## src/rtl/rf_writeback_queue_if.sv

```systemverilog
// Producer-side write-back handshake into rf_writeback_queue.
// The producer holds wb_valid/wb_reg/wb_data; the queue answers with wb_ready.
interface rf_writeback_queue_if #(
   parameter int unsigned WIDTH = 32
);
   logic             wb_valid;
   logic [4:0]       wb_reg;
   logic [WIDTH-1:0] wb_data;
   logic             wb_ready;

   modport master (output wb_valid, output wb_reg, output wb_data, input wb_ready);
   modport slave  (input wb_valid, input wb_reg, input wb_data, output wb_ready);
endinterface

```

## src/rtl/rf_writeback_queue.sv

```systemverilog
// Circular write-back buffer feeding the register-file write port one entry per cycle,
// with two combinational bypass lookups over pending (queued or committing) writes.
module rf_writeback_queue #(
   parameter int unsigned WIDTH = 32,
   parameter int unsigned DEPTH = 4
) (
   input  logic                   i_clk,
   input  logic                   i_rst,
   rf_writeback_queue_if.slave    wb,
   output logic                   o_reg_write,
   output logic [4:0]             o_write_register,
   output logic [WIDTH-1:0]       o_write_data,
   input  logic [4:0]             i_lookup_reg_1,
   input  logic [4:0]             i_lookup_reg_2,
   output logic                   o_hit_1,
   output logic                   o_hit_2,
   output logic [WIDTH-1:0]       o_hit_data_1,
   output logic [WIDTH-1:0]       o_hit_data_2,
   output logic                   o_empty,
   output logic [$clog2(DEPTH):0] o_count
);
   localparam int unsigned PW = $clog2(DEPTH);
   localparam int unsigned CW = PW + 1;

   logic [4:0]       r_reg_mem  [DEPTH];
   logic [WIDTH-1:0] r_data_mem [DEPTH];
   logic [PW-1:0]    r_wr_ptr;
   logic [PW-1:0]    r_rd_ptr;
   logic [CW-1:0]    r_count;
   logic             r_reg_write;
   logic [4:0]       r_write_register;
   logic [WIDTH-1:0] r_write_data;

   logic             w_full;
   logic             w_push;
   logic             w_pop;

   assign w_full      = (r_count == CW'(DEPTH));
   assign wb.wb_ready = !w_full;
   assign w_push      = wb.wb_valid && !w_full;
   assign w_pop       = (r_count != '0);

   // Storage needs no reset: entries are only read below r_count.
   always_ff @(posedge i_clk) begin
      if (w_push) begin
         r_reg_mem[r_wr_ptr]  <= wb.wb_reg;
         r_data_mem[r_wr_ptr] <= wb.wb_data;
      end
   end

   always_ff @(posedge i_clk or posedge i_rst) begin
      if (i_rst) begin
         r_wr_ptr         <= '0;
         r_rd_ptr         <= '0;
         r_count          <= '0;
         r_reg_write      <= 1'b0;
         r_write_register <= '0;
         r_write_data     <= '0;
      end else begin
         if (w_push) r_wr_ptr <= r_wr_ptr + 1'b1;
         if (w_pop)  r_rd_ptr <= r_rd_ptr + 1'b1;
         r_count     <= r_count + CW'(w_push) - CW'(w_pop);
         r_reg_write <= w_pop;
         if (w_pop) begin
            r_write_register <= r_reg_mem[r_rd_ptr];
            r_write_data     <= r_data_mem[r_rd_ptr];
         end
      end
   end

   logic [1:0][4:0]       w_lookup;
   logic [1:0]            w_hit;
   logic [1:0][WIDTH-1:0] w_hit_data;
   logic [PW-1:0]         w_idx;

   assign w_lookup[0] = i_lookup_reg_1;
   assign w_lookup[1] = i_lookup_reg_2;

   // Scan oldest to youngest so later matches override: output stage first, then queue.
   always_comb begin
      w_hit      = '0;
      w_hit_data = '0;
      w_idx      = '0;
      for (int k = 0; k < 2; k++) begin
         if (r_reg_write && (r_write_register == w_lookup[k])) begin
            w_hit[k]      = 1'b1;
            w_hit_data[k] = r_write_data;
         end
         for (int i = 0; i < DEPTH; i++) begin
            w_idx = r_rd_ptr + PW'(i);
            if ((CW'(i) < r_count) && (r_reg_mem[w_idx] == w_lookup[k])) begin
               w_hit[k]      = 1'b1;
               w_hit_data[k] = r_data_mem[w_idx];
            end
         end
      end
   end

   assign o_hit_1          = w_hit[0];
   assign o_hit_2          = w_hit[1];
   assign o_hit_data_1     = w_hit_data[0];
   assign o_hit_data_2     = w_hit_data[1];
   assign o_reg_write      = r_reg_write;
   assign o_write_register = r_write_register;
   assign o_write_data     = r_write_data;
   assign o_count          = r_count;
   assign o_empty          = (r_count == '0) && !r_reg_write;
endmodule

```

## src/flat_wrapper.sv

```systemverilog
// flat-port wrapper written by rule: the top's interface ports become plain ports
module rf_writeback_queue_flat 
#(
   parameter int unsigned WIDTH = 32,
   parameter int unsigned DEPTH = 4
)
  (i_clk, i_rst, o_reg_write, o_write_register, o_write_data, i_lookup_reg_1, i_lookup_reg_2, o_hit_1, o_hit_2, o_hit_data_1, o_hit_data_2, o_empty, o_count, wb_wb_valid, wb_wb_reg, wb_wb_data, wb_wb_ready);
  rf_writeback_queue_if #(.WIDTH(WIDTH)) wb_i ();
  input  logic i_clk;
  input  logic i_rst;
  output logic o_reg_write;
  output logic [4:0] o_write_register;
  output logic [WIDTH-1:0] o_write_data;
  input  logic [4:0] i_lookup_reg_1;
  input  logic [4:0] i_lookup_reg_2;
  output logic o_hit_1;
  output logic o_hit_2;
  output logic [WIDTH-1:0] o_hit_data_1;
  output logic [WIDTH-1:0] o_hit_data_2;
  output logic o_empty;
  output logic [$clog2(DEPTH):0] o_count;
  input wire logic [$bits(wb_i.wb_valid)-1:0] wb_wb_valid;
  input wire logic [$bits(wb_i.wb_reg)-1:0] wb_wb_reg;
  input wire logic [$bits(wb_i.wb_data)-1:0] wb_wb_data;
  output wire logic [$bits(wb_i.wb_ready)-1:0] wb_wb_ready;
  assign wb_i.wb_valid = wb_wb_valid;
  assign wb_i.wb_reg = wb_wb_reg;
  assign wb_i.wb_data = wb_wb_data;
  assign wb_wb_ready = wb_i.wb_ready;
  rf_writeback_queue #(.WIDTH(WIDTH), .DEPTH(DEPTH)) u_core (.i_clk(i_clk), .i_rst(i_rst), .wb(wb_i), .o_reg_write(o_reg_write), .o_write_register(o_write_register), .o_write_data(o_write_data), .i_lookup_reg_1(i_lookup_reg_1), .i_lookup_reg_2(i_lookup_reg_2), .o_hit_1(o_hit_1), .o_hit_2(o_hit_2), .o_hit_data_1(o_hit_data_1), .o_hit_data_2(o_hit_data_2), .o_empty(o_empty), .o_count(o_count));
endmodule
```

## config.mk

```make
export PLATFORM = sky130hd
export DESIGN_NAME = rf_writeback_queue_flat
export DESIGN_NICKNAME = d
export VERILOG_FILES = /design/src/rtl/rf_writeback_queue_if.sv /design/src/rtl/rf_writeback_queue.sv /design/src/flat_wrapper.sv
export SDC_FILE = /design/constraint.sdc
export NUM_CORES = 1
export LEC_CHECK = 0
export ABC_CLOCK_PERIOD_IN_PS = 7100
export CAP_MARGIN = 30
export CORE_MARGIN = 2
export CORE_UTILIZATION = 45
export DETAILED_ROUTE_END_ITERATION = 6
export MAX_ROUTING_LAYER = met4
export PLACE_DENSITY = 0.68
export SLEW_MARGIN = 20
export SYNTH_ARGS = -nofsm -noshare
export SYNTH_HDL_FRONTEND = slang
export SYNTH_SLANG_ARGS = --single-unit
```

## constraint.sdc

```tcl
create_clock -name i_clk -period 7.1 [get_ports i_clk]
set_input_delay 1.42 -clock i_clk [delete_from_list [all_inputs] [get_ports i_clk]]
set_output_delay 1.42 -clock i_clk [all_outputs]
set_load 0.01 [all_outputs]
```

==> Yosys cells after proc, flatten, opt, wreduce, memory -nomap -nowiden <==
Memories as Yosys holds them, arrays and structs flattened.
Index checks and enable logic that the tools add are counted.
{ "totals": {"regBits": 45, "out_inout_bits": 109, "inputBits": 50, "ram_bits": 148, "memories": 2, "word_cells": 67} }
{ "mem_list": {"columns": ["memory", "words", "width", "rd", "rd_clocked_by_memory_dff", "write_ports", "line", "source"], "rows": [
  ["u_core.r_data_mem", 4, 32, 4, 0, 1, "rf_writeback_queue.sv:26", "logic [WIDTH-1:0] r_data_mem [DEPTH];"],
  ["u_core.r_reg_mem", 4, 5, 4, 0, 1, "rf_writeback_queue.sv:25", "logic [4:0] r_reg_mem [DEPTH];"]
]} }
{ "classes": {"mux": 22, "n_eq_ne": 11, "n_reduce_logical": 16, "n_addsub": 6, "order_cmp": 4} }
{ "op_table": {"columns": ["cell", "n"], "rows": [
  ["2-to-1 mux 32 bit", 10],
  ["== test 5 bit", 10],
  ["logical AND 1 bit", 12],
  ["2-to-1 mux 1 bit", 12],
  ["< comparator 1 x 3 -> 1 bit, first input constant", 2],
  ["< comparator 2 x 3 -> 1 bit, first input constant", 2],
  ["adder 2 x 1 -> 2 bit, second input constant", 2],
  ["adder 2 bit, second input constant", 2],
  ["adder 3 x 1 -> 3 bit", 1],
  ["== test 3 bit, second input constant", 1],
  ["zero test 3 bit", 1],
  ["nonzero test 3 bit", 1],
  ["subtractor 3 x 1 -> 3 bit", 1],
  ["zero test 1 bit", 2]
]} }

==> Depth between registers and ports, before layout <==
{ "depth": {"word_depth": 7, "ltp_mapped": 12, "depth_no_buf": 8} }

==> Worst setup path after synthesis <==
OpenSTA, ideal clock, no wires.
{ "synth_path": {"kind": "input to output", "from": "in i_lookup_reg_2[1]", "to": "out o_hit_data_2[10]", "required_ns": 5.680, "n_path_buf": 3, "t_arrival_ns": 3.183, "setup_slack_ns": 2.497, "stages": 10, "path_cell_list": "clkbuf_1 -> xor2_1 -> nor4_1 -> and3_1 -> clkbuf_1 -> clkbuf_1 -> nand2_1 -> mux2i_1 -> o22ai_1 -> a21oi_1"} }
{ "synth_between": {"elab_chain_len": 7, "word_cells_on_any_way": 15, "cone_classes": "5 x eq/ne; 5 x mux; 5 x reduce/logical"} }
{ "synth_lines": {"columns": ["element", "line", "source"], "rows": [
  ["start, declared", "flat_wrapper.sv:15", "input logic [4:0] i_lookup_reg_2;"],
  ["== test 5 bit", "rf_writeback_queue.sv:85", "if (r_reg_write && (r_write_register == w_lookup[k])) begin"],
  ["logical AND 1 bit", "rf_writeback_queue.sv:85", null],
  ["2-to-1 mux 32 bit", "rf_writeback_queue.sv:85", null],
  ["2-to-1 mux 32 bit (3 in a row)", "rf_writeback_queue.sv:91", "if ((CW'(i) < r_count) && (r_reg_mem[w_idx] == w_lookup[k])) begin"],
  ["2-to-1 mux 32 bit *", "rf_writeback_queue.sv:91", null],
  ["end, declared", "flat_wrapper.sv:19", "output logic [WIDTH-1:0] o_hit_data_2;"]
]} }
Mark *: on every way between the ends. The rest lies on a longest branch, timed or not.

==> Worst setup path after layout <==
{ "layout_path": {"from": "reg u_core.r_rd_ptr[1]", "to": "out o_hit_data_1[27]"} }
{ "layout_between": {"elab_chain_len": 7, "word_cells_on_any_way": 17, "cone_classes": "3 x add/sub; 4 x eq/ne; 4 x mux; 4 x reduce/logical; 2 x memory"} }
{ "layout_lines": {"columns": ["element", "line", "source"], "rows": [
  ["start, declared", "rf_writeback_queue.sv:28", "logic [PW-1:0] r_rd_ptr;"],
  ["start signal, assigned", "rf_writeback_queue.sv:61", "if (w_pop) r_rd_ptr <= r_rd_ptr + 1'b1;"],
  ["adder 2 x 1 -> 2 bit or memory read (4 x 5 bit) (tied branches)", null, null],
  ["memory read (4 x 5 bit) or == test 5 bit (tied branches)", null, null],
  ["== test 5 bit or logical AND 1 bit (tied branches)", "rf_writeback_queue.sv:91", null],
  ["logical AND 1 bit or 2-to-1 mux 32 bit (tied branches)", "rf_writeback_queue.sv:91", null],
  ["2-to-1 mux 32 bit (2 in a row)", "rf_writeback_queue.sv:91", null],
  ["2-to-1 mux 32 bit *", "rf_writeback_queue.sv:91", null],
  ["end, declared", "flat_wrapper.sv:18", "output logic [WIDTH-1:0] o_hit_data_1;"]
]} }
Marks and branches as above.

==> flow_summary.yaml <==
route:
  drtAntennaViolNets: 0
  vias_per_cell: 6.14
  wire_per_inst_um: 22.4
  totalWireLength_mm: 37.5
  drc: 0
  drtIter0Drc: 1019
  dr.pass1.iters: 5
  route.vias.total: 10300
yosys:
  ys.flop_type: "edfxtp_1"
  syn_area_um2: 13100
  synthArstFlopShare_pct: 23.3
  synth_seq_area_share_pct: 42.6
  synth_cell_types: 54
  synth_area_leaders: "edfxtp_1 (34%), mux4_2 (12%), dfrtp_1 (8.6%)"
  synthCells: 1164
  synth_edf_count: 148
  syn_area_per_cell_um2: 11.2
  yosysWarningCount: 0
  synth_common_cells: "nand2_1 (171), edfxtp_1 (148), mux2i_1 (89)"
  yosys.cell_count.top_type: "nand2_1"
  synth_top_area_share_pct: 34.0
  yosys.area.top_type: "edfxtp_1"
  ys_ff_latch: 193
  syn_nets: 1223
finish:
  area_delta_synth_final_pct: 19.2
  layout.nets: 1329
  finalNonFillerCells: 1669
  design_area_um2: 15600
  drive_gt1_share_pct: 18.8
clocking:
  cts_tree: "done"
  clkTransAtPathRegs_ps: 70
  cts_sinks: 193
  ctsHoldBuffers: 0
  cts_root_buf: "clkbuf_16"
  clock_path_buffers: 2
  htreeDepth: 4
  cts_resized: 0
  cts_buffers: 17
  cts_setup_buffers: 0
  clkLatencyLatePin_ps: 430
setup_path:
  cp.buffers_inverters: 3
  startpoint_type: "flop"
  critPathMaxStageDelay_ps: 810
  cp_common_cell: "buf_4"
  crit_path_top_delay_cell: "dfrtp_4"
  critical_path_depth: 10
  crit_family: "buffers and inverters"
  worstPathRequired_ps: 5680
  end_kind: "output pin"
  crit_chain: "buf_4 > mux4_2 > xor2_1 > or4_1 > o21ba_2 > buf_4 > a221oi_2 > nor3_1 > a221o_1 > clkdlybuf4s50_1"
  path_max_fanout: 50
  critPathKind: "flop to output pin"
  rr_worst_depth: 8
  arrival_ps: 4910
sta:
  final-hold-violation-count: 0
  rsz0062_at_grt: "no"
  finalMaxSlewViolations: 0
  skew_ps: 10.9
  fin_tns_setup_ps: 0
  worst_pin_slew_ps: 849
  period_minus_slack_ps: 6330
  min_period_over_period_pct: 89.2
  relSlewSlack_pct: 43.4
  finalSetupViolations: 0
  clock.fmax_ghz: 0.158
floorplan:
  start_util_pct: 45.7
  rows: 62
  coreArea_um2: 28600
  die-area_um2: 30400
  die_height_um: 174
  io_pins: 159
  die_x_um: 174
placement:
  hpwlAfterDp_mm: 24.8
  gp_congestion: 0.887
  placed_cells: 1634
  placed_area_um2: 15000
  port_buffers: 158
status:
  status: "finished clean"
grt:
  overflow: 0
  grtUsageTotal_pct: 25.7
  grt_start_max_net_pins: 72
  antenna_found_initial: 2
  grt_pass1_vias: 10200
  grt_pass1_wl_mm: 58.5
pwr:
  power_leakage_nw: 5.39
  finalPower_mw: 7.04
  peakVddDrop_v: 0.000219
  pwr_density_cell_nw_per_um2: 452
hold_path:
  hold_path_class: "flop to flop"
  whs_path_depth: 2
run:
  max_cap_violations: 0
## layout by cell type (no fill, tap or decap), types with 3 or more instances in the layout
cell type	instances
nand2_1	169
clkdlybuf4s50_1	158
edfxtp_1	148
mux2i_1	89
mux4_2	70
o21ai_0	65
a21oi_1	60
o22ai_1	56
nor2_1	52
dfrtp_1	43
inv_1	39
xnor2_1	35
mux2_2	30
a221o_1	29
buf_4	26
a221oi_2	23
xor2_1	22
nor3_2	21
nor3_1	17
clkbuf_16	17
nor2_2	10
a221oi_1	9
ha_1	8
nor4_1	5
and3_2	5
clkinvlp_4	5
buf_12	4
nand4_1	3
mux4_1	3
o21a_1	3
o2bb2ai_1	3
nand2b_1	3
a211oi_2	3
a211o_1	3
clkbuf_1	3
## stage by stage
step | util (%) | hold WS (ps) | worst slack (ps)
final | 54.4 | 539 | 767
after global routing | 54.4 | 591 | 498
after CTS | 54.3 | 538 | 761
after detailed placement | 52.3 | 520 | 842
after global placement | 52.2 | 511 | 897
after floorplan | - | 551 | 2500
## final cells by class
cell class              instances  area [um2]
flip-flops and latches        193        5580
inverters                      42         158
diodes                          2        5.00
repair buffers                189        1880
fillers                      2387       13100
multi-input cells             827        6900
clock inverters                12         134
clock buffers                  20         437
well taps                     384         480
## state kept, by name (all words and copies together), names as in the netlist
| register | cells |
|---|---|
| u_core.r_rd_ptr | 2 |
| u_core.r_wr_ptr | 2 |
| u_core.r_reg_mem | 20 |
| u_core.r_data_mem | 128 |
| u_core.o_count | 3 |
| u_core.o_reg_write | 1 |
| u_core.o_write_register | 5 |
| u_core.o_write_data | 32 |
## worst register-to-register path, cell delays in order (launching register included)
cell      delay (ps)
dfrtp_1          450
nor3_2           190
buf_4            600
clkinv_1         560
ha_1             430
inv_1             40
ha_1             180
fa_1             380
xnor2_1          140
## power by group
group	total [mW]	switching (mW)	leakage [nW]	internal (mW)
logic	4.16	2.22	3.25	1.95
clock network	0.950	0.430	0.263	0.521
registers	1.93	0.373	1.87	1.56
total	7.04	3.02	5.39	4.02
## cell families (layout without fill, tap and decap cells)
family	after synthesis	in the layout	share of synthesized area, %
compound gates	264	264	14.4
xor+xnor	57	57	3.82
flops	193	193	42.6
mux	193	193	22.2
simple gates	304	304	10.8
fa+ha+maj	9	9	0.919
buf+inv	144	263	5.26
other cells	0	2	0
## final timing paths
path                                          from                 endpoint  slack [ps]
min in group asynchronous                    i_rst       u_core.r_wr_ptr[0]        1510
min reg2reg                u_core.o_write_data[31]  u_core.o_write_data[31]         540
max                             u_core.r_rd_ptr[1]         o_hit_data_1[27]         770
min                        u_core.o_write_data[31]  u_core.o_write_data[31]         540
max in group asynchronous                    i_rst       u_core.r_rd_ptr[0]        5030
max reg2reg                      u_core.o_count[0]        u_core.o_count[2]        4010
## metal layers
metal  vias to the layer above  wire, um  global-route usage (%)  share of wire, %
met5                         -         0                       -                 0
met4                         0      1230                    10.8               3.3
met3                        80      2550                    3.83               6.8
met2                       451     18200                    41.6                49
met1                      5091     15500                    32.3                41
li1                       4632         -                       -                 -
No activity file was read; power rests on OpenSTA's default activity.
